--- src/rtl/icache_line_fill.sv ---
// Line-fill engine behind the instruction cache: on a miss it acquires the memory bus, bursts
// an aligned line from memory and replays each word as a fill write. Option: ICACHE_CRITICAL_WORD_FIRST_EN.
`timescale 1ns/1ps

module icache_line_fill #(
   parameter int unsigned PADD_SIZE  = 24,
   parameter int unsigned DATA_SIZE  = 32,
   parameter int unsigned CMD_SIZE   = 3,
   parameter int unsigned BURST_LEN  = 4,
   parameter int unsigned BURST_LOG2 = 2,
   parameter int unsigned TIMEOUT    = 255,
   parameter int unsigned TIMER_W    = 8
) (
   input  logic                 clk0,
   input  logic                 reset,
   input  logic                 miss_req,
   input  logic [PADD_SIZE-1:0] miss_addr,
   input  logic                 bus_grant,
   output logic                 bus_request,
   output logic [PADD_SIZE-1:0] mem_addr,
   output logic [CMD_SIZE-1:0]  mem_cmd,
   input  logic [DATA_SIZE-1:0] mem_datain,
   input  logic                 mem_ready,
   output logic                 fill_valid,
   output logic [PADD_SIZE-1:0] fill_addr,
   output logic [CMD_SIZE-1:0]  fill_cmd,
   output logic [DATA_SIZE-1:0] fill_data,
   output logic                 busy,
   output logic                 timeout_err
);

   localparam logic [CMD_SIZE-1:0]   CMD_IDLE   = CMD_SIZE'(0);
   localparam logic [CMD_SIZE-1:0]   CMD_READ   = CMD_SIZE'(1);
   localparam logic [CMD_SIZE-1:0]   CMD_WRITE  = CMD_SIZE'(2);
   localparam logic [PADD_SIZE-1:0]  LINE_MASK  = ~PADD_SIZE'(BURST_LEN - 1);
   localparam logic [TIMER_W-1:0]    TIMER_LAST = TIMER_W'(TIMEOUT - 1);
   localparam logic [BURST_LOG2-1:0] COUNT_LAST = BURST_LOG2'(BURST_LEN - 1);

   typedef enum logic [2:0] {
      S_IDLE,
      S_REQ,
      S_RD,
      S_FILL,
      S_DONE,
      S_ERR
   } state_t;

   state_t                state;
   logic [PADD_SIZE-1:0]  base;
   logic [BURST_LOG2-1:0] count;
   logic [BURST_LOG2-1:0] count_nxt;
   logic [TIMER_W-1:0]    timer;
   logic                  last_word;
`ifdef ICACHE_CRITICAL_WORD_FIRST_EN
   logic [BURST_LOG2-1:0] start_off;
`endif

   function automatic logic [PADD_SIZE-1:0] word_addr(input logic [PADD_SIZE-1:0] b,
                                                      input logic [BURST_LOG2-1:0] c);
      return b | PADD_SIZE'(c);
   endfunction

   // The burst ends once every word of the line has been filled exactly once.
   always_comb begin
      count_nxt = count + BURST_LOG2'(1);
`ifdef ICACHE_CRITICAL_WORD_FIRST_EN
      last_word = (count_nxt == start_off);
`else
      last_word = (count == COUNT_LAST);
`endif
   end

   always_ff @(posedge clk0 or posedge reset) begin
      if (reset) begin
         state       <= S_IDLE;
         base        <= '0;
         count       <= '0;
         timer       <= '0;
`ifdef ICACHE_CRITICAL_WORD_FIRST_EN
         start_off   <= '0;
`endif
         bus_request <= 1'b0;
         mem_addr    <= '0;
         mem_cmd     <= CMD_IDLE;
         fill_valid  <= 1'b0;
         fill_addr   <= '0;
         fill_cmd    <= CMD_IDLE;
         fill_data   <= '0;
         busy        <= 1'b0;
         timeout_err <= 1'b0;
      end else begin
         fill_valid  <= 1'b0;
         fill_cmd    <= CMD_IDLE;
         timeout_err <= 1'b0;
         mem_cmd     <= CMD_IDLE;
         mem_addr    <= '0;

         case (state)
            S_IDLE: begin
               if (miss_req) begin
                  base        <= miss_addr & LINE_MASK;
`ifdef ICACHE_CRITICAL_WORD_FIRST_EN
                  count       <= miss_addr[BURST_LOG2-1:0];
                  start_off   <= miss_addr[BURST_LOG2-1:0];
`else
                  count       <= '0;
`endif
                  timer       <= '0;
                  state       <= S_REQ;
                  bus_request <= 1'b1;
                  busy        <= 1'b1;
               end
            end

            S_REQ: begin
               timer <= '0;
               if (bus_grant) begin
                  state    <= S_RD;
                  mem_cmd  <= CMD_READ;
                  mem_addr <= word_addr(base, count);
               end
            end

            // Data beats grant loss, which beats the timeout.
            S_RD: begin
               if (mem_ready) begin
                  fill_data  <= mem_datain;
                  timer      <= '0;
                  state      <= S_FILL;
                  fill_valid <= 1'b1;
                  fill_cmd   <= CMD_WRITE;
                  fill_addr  <= word_addr(base, count);
               end else if (!bus_grant) begin
                  timer <= '0;
                  state <= S_REQ;
               end else if (timer == TIMER_LAST) begin
                  timer       <= '0;
                  state       <= S_ERR;
                  timeout_err <= 1'b1;
                  bus_request <= 1'b0;
               end else begin
                  timer    <= timer + TIMER_W'(1);
                  mem_cmd  <= CMD_READ;
                  mem_addr <= word_addr(base, count);
               end
            end

            S_FILL: begin
               if (last_word) begin
                  state       <= S_DONE;
                  bus_request <= 1'b0;
               end else begin
                  count    <= count_nxt;
                  state    <= S_RD;
                  mem_cmd  <= CMD_READ;
                  mem_addr <= word_addr(base, count_nxt);
               end
            end

            S_DONE: begin
               state <= S_IDLE;
               busy  <= 1'b0;
            end

            S_ERR: begin
               state <= S_IDLE;
               busy  <= 1'b0;
            end

            default: begin
               state       <= S_IDLE;
               bus_request <= 1'b0;
               busy        <= 1'b0;
            end
         endcase
      end
   end

endmodule

--- config.mk ---
export PLATFORM = sky130hd
export DESIGN_NAME = icache_line_fill
export DESIGN_NICKNAME = d
export VERILOG_FILES = /design/src/rtl/icache_line_fill.sv
export SDC_FILE = /design/constraint.sdc
export NUM_CORES = 1
export LEC_CHECK = 0
export ABC_CLOCK_PERIOD_IN_PS = 7100
export BUFFER_PORTS_ARGS = -buffer_cell sky130_fd_sc_hd__buf_2
export CORE_MARGIN = 2
export CORE_UTILIZATION = 35
export DETAILED_ROUTE_END_ITERATION = 10
export PLACE_DENSITY = 0.68
export SLEW_MARGIN = 30
export SYNTH_ARGS = -nofsm -noshare
export SYNTH_HDL_FRONTEND = slang
export SYNTH_SLANG_ARGS = --single-unit
export TNS_END_PERCENT = 50
--- constraint.sdc ---
create_clock -name clk0 -period 7.1 [get_ports clk0]
set_input_delay 2.13 -clock clk0 [delete_from_list [all_inputs] [get_ports clk0]]
set_output_delay 2.13 -clock clk0 [all_outputs]
set_load 0.02 [all_outputs]
**Word level (Yosys, flattened, before mapping)**

Cells that the tools add are included.

- Add/subtract/negate cells: 2
- $mul: 0
- Div/mod/pow operators: 0
- Order comparisons: 0
- Eq/ne operators: 15
- Shifts and indexed selects: 0
- Multiplexer cells: 42
- Bitwise logic cells: 4
- Reductions and logical operators: 12

Operators with widths:

| kind | number |
|---|---|
| 24-bit two-way mux | 5 |
| 24-bit one-hot mux with 3 select lines | 1 |
| 24-bit by 2-bit OR with 24-bit output | 2 |
| 8-bit two-way mux | 4 |
| 8-bit one-hot mux with 3 select lines | 1 |
| 3-bit two-way mux | 6 |
| 1-bit two-way mux | 16 |
| 2-bit inequality test (second input constant) | 7 |
| 3-bit one-hot mux with 4 select lines | 1 |
| 8-bit by 1-bit adder with 8-bit output (second input constant) | 1 |
| 8-bit == test (second input constant) | 1 |
| 2-bit two-way mux | 4 |
| 2-bit AND reduction | 4 |
| 3-bit by 2-bit == test with 1-bit output (second input constant) | 2 |
| 3-bit == test (second input constant) | 2 |
| 3-bit AND reduction | 2 |
| 6-bit AND reduction | 1 |
| 3-bit OR reduction | 2 |
| 4-bit inequality test (second input constant) | 1 |
| 1-bit one-hot mux with 4 select lines | 1 |
| 2-bit one-hot mux with 2 select lines | 1 |
| 3-bit by 1-bit == test with 1-bit output (second input constant) | 1 |
| 3-bit zero test | 1 |
| 1-bit one-hot mux with 3 select lines | 1 |
| 6 further kinds | 7 |

- Bits in registers: 125
- Latch bits: 0
- RAM bits: 0
- Memory bits (read-only): 0
- Output and inout bits: 90
- Memories kept: 0

**Logic depth before layout (Yosys ltp)**

- Depth after elaboration: 5
- Depth in mapped cells: 7
- Depth with buffers taken out: 6

**Worst setup path before layout**

No wires, ideal clock.

- Kind: input to register
- From: input mem_ready
- To: register mem_addr[10]
- Library setup time: 0.069 ns
- Arrival: 3.168 ns
- Slack: 3.863 ns
- Cell stages on the path: 5
- Cell sequence: or3b_4 -> a211oi_4 -> a211oi_2 -> buf_6 -> nor2b_2

- Cells in the longest elaborated chain, start to end: 2

RTL lines:

| item | line | RTL |
|---|---|---|
| start: declaration | 23 | `input logic mem_ready,` |
| 24-bit two-way mux | 126 | `if (mem_ready) begin` |
| 24-bit one-hot mux with 3 select lines | 98 | `case (state)` |
| end signal: assignment | 120 | `mem_addr <= word_addr(base, count);` |
| end signal: assignment | 144 | `mem_addr <= word_addr(base, count);` |
| end signal: assignment | 156 | `mem_addr <= word_addr(base, count_nxt);` |
| end: declaration | 20 | `output logic [PADD_SIZE-1:0] mem_addr,` |

Every way passes these cells.
A chain may end at the register's enable or synchronous reset.

**Worst setup path after layout**

- From: input miss_req
- To: register base[9]

- Cells in the longest elaborated chain, start to end: 1

RTL lines:

| item | line | RTL |
|---|---|---|
| start: declaration | 16 | `input logic miss_req,` |
| 2-bit AND reduction (no line) | - |  |
| end signal: assignment | 101 | `base <= miss_addr & LINE_MASK;` |
| end: declaration | 49 | `logic [PADD_SIZE-1:0] base;` |

Every way passes these cells.

==> summary.txt <==
Final layout
  • Area grow syn2layout: 31.4%
  • Fin nets: 540
  • Final core occ: 0.471
  • Layout cell share with drive strength beyond 1: 0.579
  • Commonest non-fill, non-tap cell in the layout: buf_2
  • Antenna diodes: 0
  • Most frequent cells in the layout: buf_2, dfrtp_1, mux2_2

Timing
  • Tightest Pin Transition: 747 ps
  • Fin Setup TNS: 0 ps
  • RSZ-0062 raised after global routing: no
  • Min Clock Period, post-route: 3410 ps
  • Max Fclk: 293 MHz
  • Hold Fails Final Rpt: 0
  • Clock Skews: between 9 and 10 ps
  • Pins Over Slew Limit: 0
  • Rel. slew slack: 0.498
  • Setup violators final: 0
  • Final period utilization: 0.481

Drt
  • Wirelength per Cell: 14.8 µm
  • DRT Pass-1 Iters: 4
  • DR vias: 3,069
  • # DRC: 0
  • Number of DRC markers in iteration 0: 88
  • Final antenna-violating net count: 0
  • Vias per cell: 4.62
  • Detailed Route WL: 9.83 mm

Synth
  • Mapped Cells: roughly 320
  • Async SR Flop Fraction: 1.00
  • Yosys cell types: 40
  • Number of flops mapped to enable cells by yosys: 0
  • Post-synthesis sequential area ratio: 0.633
  • Synth Warn #: 0
  • Avg Inst Size Synth: 14.7 µm²
  • Synth Area in Simple Gates: 0.100
  • Largest family of logic cells by synthesized area: multiplexers
  • Synthesized area: 4740 µm²
  • Post-Synth XOR/XNOR Area: 0.0129
  • Synth Area in Compound Gates: 0.0280
  • Proportion of synthesized area in mux cells: 0.185
  • Synth Flop Type: dfrtp_1
  • Yosys reg bits: 120
  • Adder-cell share of the synthesized area: 0.00792

Placement
  • Port Buf Inserts: about 140
  • HPWL after DPL: between 6 and 7 mm
  • Routability cong.: between 0.7 and 0.8

Global routing
  • Vias in the first global route: ~3,200
  • GRT Residual Overflow: 0
  • Initial antenna violation count: 1
  • Total track usage: 0.146
  • Largest net degree at the start of global routing: 71
  • First-pass GRT wire length: 16.4 mm

Critical path
  • CP Data Required Time: 7380 ps
  • Crit. Startpoint: miss_req
  • R2R depth: 5
  • Worst setup EP type: flip-flop
  • FF-to-FF End: fill_data[12]$_DFFE_PP0P_
  • FF-to-FF Start: state[1]$_DFFE_PP0P_
  • Startpoint Class: input pin
  • Worst R2R Setup Slack: 4740 ps
  • Critical Path Fanout Max: 16
  • Critical path type: in2reg
  • Worst Path Arrival: 3690 ps

Clock network
  • CTS Root Buffer Type: clkbuf_16
  • Clk buf depth: 2
  • Sinks on Clock Net: 120
  • Postcts setup bufs: 0
  • Clk slew on worst S/H paths: approximately 50 ps
  • Cts repair resizes: 0
  • CTS buffer count: 17
  • Skew-Pair Late Insertion Delay: 400 ps
  • CTS H-Tree Depth: 4
  • CTS tree: done
  • CTS Hold Buffers Added: 0

Power and ir drop
  • Peak VDD IR: 0.000164 V
  • Pwr dens: 512 nW/µm²
  • LEAKAGE: 0.00298 µW

Floorplan
  • Die Ht: 120 µm
  • Core Box Area: approximately 13,000 µm²
  • Initial Util: 0.358
  • Core Rows: 42
  • Die W: 120 µm
  • I/O Pins: roughly 150
  • Die area: 14,500 µm²

Worst hold path
  • HP Class: reg2reg
  • Hold Path Depth: 1
  • Endpoint, Worst Hold: fill_addr[12]$_DFFE_PP0P_
  • Hold_sp: fill_addr[12]$_DFFE_PP0P_

Run
  • Max-cap viol count: 0

Run status
  • Status: complete, no violations
==> synth_stat cells, types with 2 or more instances <==
cell / n / area [µm²]
inv_1: 5 / 18.8
a211oi_2: 2 / 25.0
xnor2_1: 4 / 35.0
o31ai_1: 2 / 15.0
buf_6: 3 / 33.8
buf_2: 7 / 35.0
nand4_1: 2 / 12.5
nor2b_1: 4 / 25.0
nand2_1: 7 / 26.3
ha_1: 3 / 37.5
nor3_1: 6 / 30.0
mux2_2: 77 / 867
xor2_1: 3 / 26.3
dfrtp_1: 120 / 3000
a21oi_1: 5 / 25.0
a211oi_1: 2 / 15.0
o21ai_0: 2 / 10.0
nor2_1: 18 / 67.6
nor4_1: 2 / 12.5
nor2b_2: 19 / 166
and3_1: 2 / 12.5
nand3_1: 3 / 15.0
buf_4: 8 / 60.1
==> layer usage <==
metal  routed length (µm)  global-route usage  up-vias
met2                 4650               0.223      116
met5                   11                   0        -
li1                     -                   -     1407
met4                  203              0.0661        2
met3                  603              0.0472       17
met1                 4370               0.188     1527
==> worst max-delay path, cell delays in order <==
cell	delay (ps)
buf_2	140
nor4b_4	640
buf_4	390
mux2_2	380
==> final cells by class <==
class | count | area [µm²]
Clock buffer | 25 | 505
Inverter | 5 | 23.8
Sequential cell | 120 | 3000
Clock inverter | 7 | 90.1
Timing Repair Buffer | 150 | 777
Multi-Input combinational cell | 182 | 1610
Tap cell | 176 | 220
Fill cell | 1228 | 7010
==> stage by stage <==
stage,setup WS [ps],cells,instance area (µm²),hold WS [ps],power [µW]
2_1_floorplan,1780,326,4750,467,2000
3_3_place_gp,2760,631,5610,484,2330
3_5_place_dp,3240,633,5630,490,2390
4_1_cts,3670,665,6230,501,3250
5_1_grt,3610,665,6230,514,3400
6_report,3690,665,6230,498,3190
==> power breakdown <==
group          total [µW]  internal (µW)  switching (µW)
clock                 843            561             282
combinational        1170            508             665
sequential           1180            999             179
==> flip-flops by register name (all words and copies together) (netlist names), 2 cells and up <==
register	count
count	2
mem_addr	24
fill_addr	24
state	3
base	22
timer	8
fill_data	32
==> worst max path at each step <==
stage,endpoint,cells past startpoint
2_1_floorplan,base[10]$_DFFE_PP0P_,1
3_3_place_gp,fill_addr[0]$_DFFE_PP0P_,4
3_5_place_dp,base[9]$_DFFE_PP0P_,4
4_1_cts,base[9]$_DFFE_PP0P_,4
5_1_grt,base[9]$_DFFE_PP0P_,4
6_report,base[9]$_DFFE_PP0P_,4
==> cell families (layout without fill, tap and decap cells) <==
logic type               count (synthesis)  after routing
flip-flops                             120            120
multiplexers                            78             78
AND/OR/NAND/NOR                         73             73
buffers and inverters                   24            187
AO/OA/AOI/OAI                           17             17
XOR/XNOR                                 7              7
adder cells (fa/ha/maj)                  3              3
other                                    1              4
(Power assumes the default switching activity.)
